<file path="config.mk">
export PLATFORM = sky130hd
export DESIGN_NAME = wb_bus_arbiter
export DESIGN_NICKNAME = d
export VERILOG_FILES = /design/src/rtl/wb_bus_arbiter.sv
export SDC_FILE = /design/constraint.sdc
export NUM_CORES = 1
export LEC_CHECK = 0
export ABC_AREA = 1
export ABC_CLOCK_PERIOD_IN_PS = 1930
export CAP_MARGIN = 20
export CORE_AREA = 2 2 124 126
export CTS_CLUSTER_SIZE = 25
export DETAILED_ROUTE_END_ITERATION = 10
export DIE_AREA = 0 0 126 128
export DONT_BUFFER_PORTS = 1
export GPL_TIMING_DRIVEN = 0
export PLACE_DENSITY = 0.3
export RECOVER_POWER = 100
export SLEW_MARGIN = 20
export SYNTH_ARGS = -nofsm -noshare
export SYNTH_HDL_FRONTEND = slang
export SYNTH_SLANG_ARGS = --single-unit
</file>
<file path="constraint.sdc">
create_clock -name wb_clk_i -period 1.93 [get_ports wb_clk_i]
set_clock_uncertainty 0.1 [all_clocks]
set_input_delay 0.193 -clock wb_clk_i [delete_from_list [all_inputs] [get_ports wb_clk_i]]
set_output_delay 0.193 -clock wb_clk_i [all_outputs]
set_load 0.02 [all_outputs]
</file>
<file path="src/rtl/wb_bus_arbiter.sv">
// rtl/wb_bus_arbiter.sv - two-master round-robin Wishbone arbiter with bus-timeout ERR guard
`timescale 1ns/1ps
module wb_bus_arbiter #(
  parameter int unsigned TIMEOUT_CYCLES = 16,
  parameter logic [31:0] ERR_DATA       = 32'hDEAD_DEAD
) (
  input  logic        wb_clk_i,
  input  logic        wb_rst_i,
  input  logic        m0_cyc_i,
  input  logic        m0_stb_i,
  input  logic        m0_we_i,
  input  logic [3:0]  m0_sel_i,
  input  logic [31:0] m0_adr_i,
  input  logic [31:0] m0_dat_i,
  output logic [31:0] m0_dat_o,
  output logic        m0_ack_o,
  output logic        m0_err_o,
  input  logic        m1_cyc_i,
  input  logic        m1_stb_i,
  input  logic        m1_we_i,
  input  logic [3:0]  m1_sel_i,
  input  logic [31:0] m1_adr_i,
  input  logic [31:0] m1_dat_i,
  output logic [31:0] m1_dat_o,
  output logic        m1_ack_o,
  output logic        m1_err_o,
  output logic        s_cyc_o,
  output logic        s_stb_o,
  output logic        s_we_o,
  output logic [3:0]  s_sel_o,
  output logic [31:0] s_adr_o,
  output logic [31:0] s_dat_o,
  input  logic [31:0] s_dat_i,
  input  logic        s_ack_i,
  output logic [1:0]  grant_o
);

  typedef enum logic [1:0] {IDLE, BUSY, ABORT, DRAIN} state_t;

  localparam logic [15:0] CNT_TERM = 16'(TIMEOUT_CYCLES - 1);

  state_t      state, state_nxt;
  logic [1:0]  grant, grant_nxt;
  logic        last, last_nxt;
  logic [15:0] cnt, cnt_nxt;

  logic        req0, req1;
  logic        g_cyc, g_stb, g_we;
  logic [3:0]  g_sel;
  logic [31:0] g_adr, g_dat;
  logic        ack, err;
  logic [31:0] rdat;

  assign req0 = m0_cyc_i & m0_stb_i;
  assign req1 = m1_cyc_i & m1_stb_i;

  // Granted master's signals; only meaningful while grant is non-zero.
  assign g_cyc = grant[1] ? m1_cyc_i : m0_cyc_i;
  assign g_stb = grant[1] ? m1_stb_i : m0_stb_i;
  assign g_we  = grant[1] ? m1_we_i  : m0_we_i;
  assign g_sel = grant[1] ? m1_sel_i : m0_sel_i;
  assign g_adr = grant[1] ? m1_adr_i : m0_adr_i;
  assign g_dat = grant[1] ? m1_dat_i : m0_dat_i;

  always_ff @(posedge wb_clk_i) begin
    if (wb_rst_i) begin
      state <= IDLE;
      grant <= 2'b00;
      last  <= 1'b1;
      cnt   <= 16'd0;
    end else begin
      state <= state_nxt;
      grant <= grant_nxt;
      last  <= last_nxt;
      cnt   <= cnt_nxt;
    end
  end

  always_comb begin
    state_nxt = state;
    grant_nxt = grant;
    last_nxt  = last;
    cnt_nxt   = cnt;
    s_cyc_o   = 1'b0;
    s_stb_o   = 1'b0;
    s_we_o    = 1'b0;
    s_sel_o   = 4'h0;
    s_adr_o   = 32'h0;
    s_dat_o   = 32'h0;
    ack       = 1'b0;
    err       = 1'b0;
    rdat      = 32'h0;
    unique case (state)
      IDLE: begin
        grant_nxt = 2'b00;
        cnt_nxt   = 16'd0;
        // On a tie, the master that was not served last wins.
        if (req0 && (!req1 || last)) begin
          grant_nxt = 2'b01;
          last_nxt  = 1'b0;
          state_nxt = BUSY;
        end else if (req1) begin
          grant_nxt = 2'b10;
          last_nxt  = 1'b1;
          state_nxt = BUSY;
        end
      end
      BUSY: begin
        s_cyc_o = g_cyc;
        s_stb_o = g_stb;
        s_we_o  = g_we;
        s_sel_o = g_sel;
        s_adr_o = g_adr;
        s_dat_o = g_dat;
        ack     = s_ack_i;
        rdat    = s_dat_i;
        cnt_nxt = (g_stb && !s_ack_i) ? cnt + 16'd1 : 16'd0;
        if (!g_cyc) begin
          state_nxt = IDLE;
          grant_nxt = 2'b00;
        end else if (g_stb && !s_ack_i && cnt == CNT_TERM) begin
          state_nxt = ABORT;
        end
      end
      ABORT: begin
        err     = 1'b1;
        rdat    = ERR_DATA;
        cnt_nxt = 16'd0;
        if (!g_cyc) begin
          state_nxt = IDLE;
          grant_nxt = 2'b00;
        end else begin
          state_nxt = DRAIN;
        end
      end
      DRAIN: begin
        if (!g_cyc) begin
          state_nxt = IDLE;
          grant_nxt = 2'b00;
        end
      end
      default: begin
        state_nxt = IDLE;
        grant_nxt = 2'b00;
      end
    endcase
  end

  assign m0_ack_o = ack & grant[0];
  assign m0_err_o = err & grant[0];
  assign m0_dat_o = grant[0] ? rdat : 32'h0;
  assign m1_ack_o = ack & grant[1];
  assign m1_err_o = err & grant[1];
  assign m1_dat_o = grant[1] ? rdat : 32'h0;
  assign grant_o  = grant;

endmodule
</file>
-- Word-level counts from Yosys, hierarchy flattened
Cells that the tools add are included.
- bits in registers: 21
- input port bits: 177
- output and inout port bits: 141
- logic and storage cells: 63
- add/subtract/negate cells: 1
- equal/unequal tests: 8
- mux-type cells: 31
- bitwise gates (word level): 6
- reductions and logical operators: 13
- operator list (kind ; number):
    two-way mux 32 bit ; 6
    case mux 32 bit (2 select lines) ; 1
    case mux 16 bit (2 select lines) ; 1
    adder 16 x 1 -> 16 bit, second input constant ; 1
    == test 16 x 4 -> 1 bit, second input constant ; 1
    two-way mux 16 bit ; 1
    two-way mux 2 bit ; 8
    two-way mux 1 bit ; 10
    two-way mux 4 bit ; 2
    case mux 2 bit (4 select lines) ; 1
    bitwise AND 1 bit ; 6
    inequality test 3 bit, second input constant ; 2
    == test 2 bit, second input constant ; 2
    inequality test 2 bit, second input constant ; 2
    case mux 2 bit (2 select lines) ; 1
    nonzero test 2 bit ; 2
    logical AND 1 bit ; 3
    AND reduction 3 bit ; 1
    OR reduction 3 bit ; 1
    == test 2 x 1 -> 1 bit, second input constant ; 1
    logical NOT 1 bit ; 2
    logical NOT 2 bit ; 1
    AND reduction 2 bit ; 1
    OR reduction 2 bit ; 1
    logical OR 1 bit ; 1

-- Depth between registers and ports, before layout
- depth after elaboration: 6
- mapped depth: 10
- mapped depth without buffers: 10

-- Worst setup path after synthesis
No wires, ideal clock.
- kind: register to output
- start point: register state[0]
- end point: output port m0_dat_o[10]
- data arrival time: 1.502 ns
- required time: 1.637 ns
- path slack: 0.135 ns
- stages on the path, launching flop included: 8
- path buffers: 1
- path through: dfxtp_1 -> inv_1 -> ha_1 -> nand2_1 -> inv_1 -> clkbuf_1 -> a21oi_1 -> nor2_1
- word-level cells in the longest chain between the ends: 3
- elaborated cells on any way between the ends: 4
- RTL lines (what ; RTL line ; text):
    from (decl) ; 42 ; state_t state, state_nxt;
    from (signal assigned) ; 72 ; state <= state_nxt;
    == test 2 bit / == test 2 x 1 -> 1 bit (equally long branches) ; 93 ; unique case (state)
    case mux 32 bit (2 select lines) (*) ; 93 ;
    two-way mux 32 bit (*) ; 151 ; assign m0_dat_o = grant[0] ? rdat : 32'h0;
    to (decl) ; 15 ; output logic [31:0] m0_dat_o,
Every way passes the cells marked *; elsewhere a longest branch is shown, timed or not.

-- Worst setup path after layout
- start point: register grant[0], in the netlist grant_o[0]
- end point: output port m0_dat_o[29]
- word-level cells in the longest chain between the ends: 1
- RTL lines (what ; RTL line ; text):
    from (decl) ; 43 ; logic [1:0] grant, grant_nxt;
    from (signal assigned) ; 73 ; grant <= grant_nxt;
    two-way mux 32 bit ; 151 ;
No other way between the ends.

==> results.md <==
- The core area is 14900 um2.
- The sequential cell fraction of total power is 11.7%.
- At the pin with the least slew margin, the transition time is around 0.56 ns.
- The critical path arrival is 1.61 ns.
- The vertical extent of the die is 128 um.
- The combinational share of power is 78.2%.
- The total power density per cell area is around 1100 nW/um2.
- The relative max-transition margin is between 60% and 70%.
- The tool flagged a number of max-cap violations equal to 0.
- After technology mapping, the gate count stands at approximately 530.
- In this run the mean area of a mapped cell was 5.23 um2.
- Once layout is complete, the utilization of the core stands at 28.3%.
- In the routed layout, each cell is associated on average with a via count of 4.93.
- The class of the most critical hold timing path is in -> reg.
- Leaving out filler cells and counting taps, the final layout contains 737.
- The share of the synthesized netlist area taken by xor and xnor gates is 0.629%.
- Setup violations remaining at the end of the flow were counted as 0.
- The number of buffer and inverter stages on the critical path is 2.
- In the global route stage, met2 resource usage came out at 28.2%.
- Clock-pin slew was measured on the worst setup and hold paths at 0.06 ns.
- The via count of the first global-routing pass is 3434.
- The global-route usage over all layers is 16.0%.
- The clock latency of the later-clocked register in the worst-skew pair is 0.26 ns.
- CTS built an H-tree with a depth of 1.
- Summing all multi-input logic gate instances after layout gives 2880 um2.
- The launching element type of the critical path is a flip-flop.
- For the finished layout, the period the worst path requires is 1.90 ns.
- 0 antenna diodes ended up in the layout.
- The fraction of met1 tracks used by global routing is 21.0%.
- Walking the worst path, the cells encountered are inv_1, clkbuf_4, nor3_4.
- The largest area contributor in the netlist is sky130_fd_sc_hd__nor2_1.
- The kind of critical path is reg -> out.
- The most crowded layer after global routing is met2.
- The area added between synthesis and finish is 50.9%.
- Setup repair after global routing could not meet its margin everywhere.
- The number of DRC violations after detailed routing is 0.
- The cell-internal power is 1.78 mW.
- The adder and majority cell fraction of the synthesized area is 2.69%.
- The net switching power of the design is 2.74 mW.
- Dividing the final minimum period by the clock period gives 98.4%.
- Based on the critical path, the design can be clocked at up to 0.527 GHz.
- The cell area after technology mapping is around 2800 um2.
- The number of clock sinks is 21.
- Along the worst path, the maximum fanout reaches 10.
- The wire length of the first global-routing pass is a little over 20000 um.
- Global routing finished with a remaining overflow of 0.
- The via total after detailed routing is 3637.
- The detailed router finished its first iteration with 148 violations.
- The setup slack of the critical path after layout is about 0.031 ns.
- The number of clock buffers added by TritonCTS is 3.
- The maximum buffer depth of the clock tree is 2.
- Counting flops and latches in the post-synthesis netlist gives 21.
- The number of standard-cell rows in the floorplan is 45.
- The number of different library cells used by synthesis comes to 31.
- After synthesis, the largest family of logic cells by area is simple AND/OR/NAND/NOR gates.
- The overall power after layout is 4.52 mW.
- Of the cells placed in the final design, the portion with a size suffix greater than 1 is approximately 45%.
- The run finished with clean final reports.
- Before CTS, the worst setup slack after placement is -0.448 ns.
- The met3 track demand over resource is 3.13%.
- The clock network power share is 10.1%.
- The count of buffers added on input and output ports is 0.
- The wire length after detailed routing is about 15000 um.
- The final number of hold-violating endpoints is 0.
- Detailed placement ended at an HPWL of 11600 um.
- The portion of the post-synthesis area used by sequential elements is 15.1%.
- The cell sitting at the root of the clock tree is a sky130_fd_sc_hd__clkbuf_16.
- In the post-synthesis netlist, the biggest area contributors are sky130_fd_sc_hd__nor2_1 (28%), sky130_fd_sc_hd__dfxtp_1 (15%), sky130_fd_sc_hd__o21ai_0 (13%).
- The initial antenna violation count is 0.
- At the end of routability-driven placement, the weighted congestion stood at 0.791.
- The max-slew violation count was 0.
- The net count of the mapped netlist is slightly above 700.
- The kind of end point of the critical path is an output port.
- The iteration count of the initial detailed-routing pass is 4.
- For the final routed database, the setup TNS stands at 0 ns.
- The remaining antenna violation count after routing is 0.
- For the worst setup path, the data required time is 1.64 ns.
- The stage delay of the slowest cell on the critical path is 0.46 ns.
- The clock tree from TritonCTS is built.
- The largest net degree at the start of global routing is 13.
- The number of nets at the end of the flow is 733.
- Registers take 433 um2.
- Across the VDD grid, the largest voltage drop is around 0.25 mV.
- The critical path's top delay family is buffers and inverters.
- The slowest stage of the critical path is the sky130_fd_sc_hd__dfxtp_2 cell.
- In this run the static leakage power is 1.55 nW.
- From left edge to right edge, the die measures roughly 130 um.
- The filler cells instantiated in the layout total between 1500 and 2000.
- The number of top-level design ports is 318.
- The initial standard-cell utilization of the core is 18.7%.
- The synthesized netlist devotes just under 50% of its cell area to simple gates.
- The die covers between 15000 and 20000 um2.
- Summing the areas of all compound-gate instances in the mapped netlist gives 21.3% of the synthesized area.
- The switching power share of the total is 60.6%.
- After synthesis, the largest area contributor takes up 28.2% of total cell area.
- The number of placed instances, taps included is 721.
- The multiplexer area fraction after synthesis is 0%.
- The number of synthesis warnings is 0.
- The average routed wire per standard cell is 19.8 um.
power by group through the flow:
| stage | clock network, mW | logic (mW) | registers [mW] |
|---|---|---|---|
| 6_report | 0.457 | 3.53 | 0.526 |
| 5_1_grt | 0.500 | 3.77 | 0.531 |
| 4_1_cts | 0.485 | 3.24 | 0.523 |
| 3_5_place_dp | 0 | 2.36 | 0.521 |
| 3_3_place_gp | 0 | 2.36 | 0.521 |
| 2_1_floorplan | 0 | 1.85 | 0.506 |
logic make-up after synthesis:
group                    after synthesis
buffers and inverters                 77
AO/OA/AOI/OAI                        112
AND/OR/NAND/NOR                      315
adder cells (fa/ha/maj)                6
flip-flops                            21
XOR/XNOR                               2
worst reg2reg max path, delay by kind of cell, from the launching register on:
family	cells	cell delay, ns
buf+inv	3	0.30
flops	1	0.36
compound gates	1	0.10
simple gates	3	0.54
fa+ha+maj	1	0.28
state kept, by name (all words and copies together), names as in the netlist:
register	flops
state	2
last	1
grant_o	2
cnt	16
synthesized netlist by cell type:
cell	count
sky130_fd_sc_hd__nor3_1	24
sky130_fd_sc_hd__ha_1	6
sky130_fd_sc_hd__nand2_1	48
sky130_fd_sc_hd__o21bai_1	3
sky130_fd_sc_hd__nor2_4	2
sky130_fd_sc_hd__buf_1	3
sky130_fd_sc_hd__nor2_2	4
sky130_fd_sc_hd__nand3_4	1
sky130_fd_sc_hd__xnor2_1	1
sky130_fd_sc_hd__a31oi_1	1
sky130_fd_sc_hd__nor3_2	3
sky130_fd_sc_hd__buf_6	2
sky130_fd_sc_hd__nand4_1	8
sky130_fd_sc_hd__buf_2	10
sky130_fd_sc_hd__clkbuf_1	22
sky130_fd_sc_hd__or2_2	1
sky130_fd_sc_hd__nor2_1	209
sky130_fd_sc_hd__nand2_4	3
sky130_fd_sc_hd__nor2_8	1
sky130_fd_sc_hd__clkinv_1	1
sky130_fd_sc_hd__a21oi_2	6
sky130_fd_sc_hd__dfxtp_1	21
sky130_fd_sc_hd__nand3_1	7
sky130_fd_sc_hd__xor2_1	1
sky130_fd_sc_hd__inv_1	34
sky130_fd_sc_hd__o21ai_0	73
sky130_fd_sc_hd__nand2_2	2
sky130_fd_sc_hd__nor3b_2	2
sky130_fd_sc_hd__a211oi_1	1
sky130_fd_sc_hd__inv_2	5
sky130_fd_sc_hd__a21oi_1	28
per-stage QoR:
stage	hold slack, ns	instance area [um2]
floorplan	0.162	2790
global placement	0.169	3020
detailed placement	0.169	3020
CTS	0.00117	3990
global route	0.0195	4210
finish	0.00677	4210
area by class of cell:
cell class	count	area share, %
flip-flops and latches	21	10.3
inverters	40	3.87
clock inverters	1	0.119
plain buffers	36	6.28
multi-input cells	435	68.6
clock buffers	3	1.79
well taps	188	5.59
repair buffers	13	3.51
path summary, 6_finish.rpt:
check / cells past startpoint / start / slack, ns / endpoint
worst max-delay path: 3 / grant_o[0] / 0.03 / m0_dat_o[29]
worst min-delay path: 2 / m1_cyc_i / 0.007 / grant_o[1]
worst max register to register: 8 / state[0] / 0.15 / cnt[9]
worst min register to register: 2 / cnt[0] / 0.38 / cnt[0]
layout by cell type, fill, tap and decap left out, drive strengths merged, types with 3 or more instances in the layout:
master	instances
nor2	216
o21ai	73
nand2	53
inv	39
a21oi	34
nor3	27
buf	27
clkbuf	24
dfxtp	21
nand4	8
nand3	8
ha	6
o21bai	3
metal layers:
metal / wire length (um) / vias up
met1: 6030 / 1735
met3: 992 / 8
li1: - / 1748
met2: 7490 / 146
met4: 91 / 0
met5: 0 / -
what timing repair did:
action                                  in CTS  in global routing
gates cloned                                 4                  0
hold buffers                                 1                  0
resized for setup                          247                 80
hold endpoints to repair                     5                  0
endpoints found under the setup margin     140                110
buffers inserted                             6                  2
pin swaps                                   21                 26
Note: power is estimated with default switching activity, not from simulation.
==> RTL edit 1, RTL diff (same flow settings) <==
Re-encode `state_t` (4 states) as one-hot, 4 bits wide.
--- a/src/rtl/wb_bus_arbiter.sv
+++ b/src/rtl/wb_bus_arbiter.sv
@@ -36,5 +36,5 @@
 );
 
-  typedef enum logic [1:0] {IDLE, BUSY, ABORT, DRAIN} state_t;
+  typedef enum logic [3:0] {IDLE = 4'b0001, BUSY = 4'b0010, ABORT = 4'b0100, DRAIN = 4'b1000} state_t;
 
   localparam logic [15:0] CNT_TERM = 16'(TIMEOUT_CYCLES - 1);
Function: no difference found for any inputs over 10 cycles, from zero or initial values and one cycle with wb_rst_i high; not proved beyond that.
==> RTL edit 1 against the unedited design <==
- synthesized area up 0.72%
- register-to-register slack gained 50 ps
- final cell count rose by 3.3%
- die area unchanged
- maximum frequency grew 0.71%
- sequential cell count increased by 2
- setup slack improved by 13 ps
- design area shrank 0.77%
- synthesized cell count grew 6.2%
- count of clock-buffer cells in the layout is 1 higher
- wire length increased by 1.2%
Power is not compared: it rests on default switching activity, and its combinational part moved more than twofold at a synthesized area within 25%.
==> RTL edit 1: results (changes against the unedited design) <==
status = completed
DRT Pass-1 Iters = 5 (+1)
gr usage total = 0.167 (+0.00708)
met3 WL = 873 um (-12%)
fmax = 530 MHz (+0.71%)
Post-Route M1 WL = 5.81 mm (-3.6%)
count of cell types in the netlist = 28 (-9.7%)
first-pass GRT wire length = 21.2 mm (+3.8%)
Syn Nets = 744 (+3.9%)
setup slack at placement = -419 ps (+29.0 ps)
layout net count = 752 (+2.6%)
layout cells sized above 1 = 0.337 (-0.109)
Synth area leaders = nand2_1, a21oi_1, dfxtp_1
global-route met3 utilization = 0.0209 (-0.0104)
CP max-delay cell = dfxtp_1
Arrival @ worst endpoint = 1590 ps (-20 ps)
routed wl met2 = 7.80 mm (+4.0%)
measured slew at the worst slew-check pin = 446 ps (-112 ps)
initial antenna violation count = 0 (unchanged)
post-synthesis sequential area ratio = 0.164 (+0.0132)
met2 Use GR = 0.313 (+0.0316)
# rows = 45 (unchanged)
R2R Setup Slk = 200 ps (+50 ps)
vias in the first global route = 3597 (+4.7%)
routability cong. = 0.936 (+18%)
vias per cell = 4.90 (-0.78%)
final wirelength = 14.8 mm (+1.2%)
CP max stage delay = 330 ps (-130 ps)
DP HPWL = 12.2 mm (+5.9%)
Global Route met1 Usage = 0.202 (-0.00777)
# fillers = 1722 (-1.5%)
highest metal used = met4
synth cell count leaders = nand2_1, a21oi_1, nor2_1
most frequent cell after synthesis = nand2_1
[RTL edit 1: cell families after synthesis]
logic type	Yosys count	share of synthesized area
buffers and inverters	86	0.127
flip-flops	23	0.164
adder cells (fa/ha/maj)	1	0.00446
AO/OA/AOI/OAI	113	0.205
AND/OR/NAND/NOR	342	0.497
XOR/XNOR	1	0.00312
[RTL edit 1: worst max-delay path: cells and delay by family, from the launching register on]
family          cells  cell delay [ps]
buf+inv             2              430
flops               1              330
compound gates      1              290
simple gates        2              270
[RTL edit 1: timing repair]
item                                   in CTS  in global routing
pin swaps                                   4                  7
hold buffers                                1                  0
buffers inserted                            2                  0
endpoints found under the hold margin       5                  0
resized for setup                         244                 31
setup endpoints to repair                 142                105
[RTL edit 1: through the flow]
stage	hold WS [ps]	instances	power, mW	utilization	instance area (um^2)
global placement	172	754	1.55	0.205	3040
detailed placement	175	754	1.55	0.205	3040
floorplan	162	566	1.30	-	2810
finish	124	761	2.29	0.281	4170
global route	157	761	2.46	0.281	4170
CTS	122	761	2.32	0.280	4160
[RTL edit 1: worst paths after layout]
| check | cells past startpoint | startpoint | end |
|---|---|---|---|
| worst min register to register | 2 | last | last |
| worst min-delay path | 2 | wb_rst_i | last |
| worst max register to register | 8 | state[1] | cnt[15] |
| worst max-delay path | 5 | state[2] | s_adr_o[12] |
[RTL edit 1: report_power, final]
| part | total [mW] | internal [mW] | switching, mW | leakage, nW |
|---|---|---|---|---|
| logic | 1.28 | 0.326 | 0.952 | 1.25 |
| registers | 0.546 | 0.511 | 0.0350 | 0.188 |
| clock network | 0.471 | 0.283 | 0.188 | 0.0382 |
[RTL edit 1: area by class of cell]
type	count	area share
repair buffers	3	0.00600
clock buffers	4	0.0189
well taps	188	0.0564
inverters	48	0.0438
flip-flops and latches	23	0.112
plain buffers	38	0.0645
multi-input cells	457	0.699
==> RTL edit 2, RTL diff (same flow settings) <==
Without the edit above. `ERR_DATA`: 32'hDEAD_DEAD -> 32'h6F56EF56.
--- a/src/rtl/wb_bus_arbiter.sv
+++ b/src/rtl/wb_bus_arbiter.sv
@@ -3,5 +3,5 @@
 module wb_bus_arbiter #(
   parameter int unsigned TIMEOUT_CYCLES = 16,
-  parameter logic [31:0] ERR_DATA       = 32'hDEAD_DEAD
+  parameter logic [31:0] ERR_DATA       = 32'h6F56EF56
 ) (
   input  logic        wb_clk_i,
Behaviour: same outputs for any inputs over 10 cycles, from zero or initial values and one cycle with wb_rst_i high; that may be too few to reach the edited logic, so the function may still have changed.
==> RTL edit 2 against the unedited design <==
- the run now ends with setup timing left
- sequential cell count unchanged
- synthesized area about the same
- sequential share of layout area down 0.27 points
- wire length up 7.4%
- setup slack worse by 36 ps
- sequential power up 0.8%
- maximum frequency down 1.9%
- power up 2.4%
- design area up 2.7%
- critical path depth up 5
==> RTL edit 2: results (changes against the unedited design) <==
status = finished, violations left
failing checks = setup timing
post-synthesis sequential area ratio = 0.151 (about the same)
Synth area leaders = nor2_1, dfxtp_1, o21ai_0
routability cong. = 0.839 (+6.1%)
setup ws final = -4.93 ps (-36.3 ps)
routed len/inst = 21.3 um (+7.7%)
Hold Path Depth = 3 (+1)
setup violation total in the final timing report = 2 (+2)
setup slack at placement = -505 ps (-56.7 ps)
Arrival @ worst endpoint = 1640 ps (+30 ps)
maximum VDD drop = 0.404 mV (+64%)
crit-path max FO = 5 (-5)
layout cells sized above 1 = 0.448 (+0.00163)
layout net count = 731 (-0.27%)
CP max stage delay = 370 ps (-90 ps)
vias per cell = 4.90 (-0.75%)
synth cell count leaders = nor2_1, o21ai_0, nand2_1
CP max-delay cell = dfxtp_4
design internal power = 1.77 mW (-0.84%)
TNS Setup = -5.63 ps (-5.63 ps)
DP HPWL = 12.8 mm (+11%)
measured slew at the worst slew-check pin = 506 ps (-52.8 ps)
drt initial violations = 153 (+3.4%)
first-pass GRT wire length = 22.0 mm (+7.8%)
gr usage total = 0.177 (+0.0169)
vias in the first global route = 3476 (+1.2%)
-- RTL edit 2: changes by cell type in the layout (fill, tap and decap cells not counted), moves of 5 or more --
| cell | unedited run | this run |
|---|---|---|
| o21ai_1 | 11 | 17 |
| nor2_2 | 79 | 62 |
| nor2_4 | 36 | 55 |
| a21oi_4 | 6 | 11 |
| o21ai_0 | 62 | 56 |
| a21oi_2 | 21 | 15 |
-- RTL edit 2: path summary, 6_finish.rpt --
kind         startpoint      endpoint  slack, ps
max            state[1]  m1_dat_o[18]         -5
min             s_ack_i        cnt[8]         30
max reg2reg    state[0]    grant_o[1]         90
min reg2reg        last          last        380
-- RTL edit 2: worst max-delay path: cells and delay by family, from the launching register on --
kind | cells | cell delay [ps]
AND/OR/NAND/NOR | 2 | 230
buffers and inverters | 4 | 410
adder cells (fa/ha/maj) | 1 | 170
AO/OA/AOI/OAI | 1 | 220
flip-flops | 1 | 370
-- RTL edit 2: routing by layer --
metal / GRT usage / share of wire / up-vias
met1: 0.189 / 0.34 / 1675
met4: 0.00970 / 0.00089 / 0
met5: 0 / 0 / -
met3: 0.130 / 0.18 / 2
met2: 0.297 / 0.49 / 183
li1: - / - / 1740
-- RTL edit 2: power by group through the flow --
stage | registers (mW) | clock network (mW) | logic [mW]
floorplan | 0.506 | 0 | 1.84
global placement | 0.521 | 0 | 2.40
detailed placement | 0.519 | 0 | 2.42
CTS | 0.531 | 0.477 | 3.38
global route | 0.535 | 0.494 | 3.93
finish | 0.530 | 0.451 | 3.65
-- RTL edit 2: through the flow --
step	cell area, um^2	hold WS, ps
after global placement	3020	168
after CTS	4060	29.8
after detailed placement	3020	168
after floorplan	2790	162
after global routing	4320	35.4
final	4320	32.0
-- RTL edit 2: area by class of cell --
cell class	instances	area [um^2]
Tap cell	188	235
Fill cell	1675	10500
Clock buffer	3	75.1
Inverter	41	161
Multi-Input combinational cell	434	3030
Sequential cell	21	433
Timing Repair Buffer	11	108
Clock inverter	1	5.00
Buffer	36	275
-- RTL edit 2: cells by family (layout without fill, tap and decap cells) --
family,count (synthesis),in the layout,synth area share
fa+ha+maj,6,6,0.0269
simple gates,315,315,0.490
xor+xnor,2,2,0.00628
buf+inv,78,92,0.115
compound gates,111,111,0.211
flops,21,21,0.151
-- RTL edit 2: what timing repair did --
item | in CTS | in global routing
endpoints found under the setup margin | 140 | 124
hold buffers | 2 | 0
setup buffers | 4 | 1
gates cloned | 4 | 0
endpoints found under the hold margin | 4 | 0
pin swaps | 23 | 18
gates resized for setup | 269 | 74
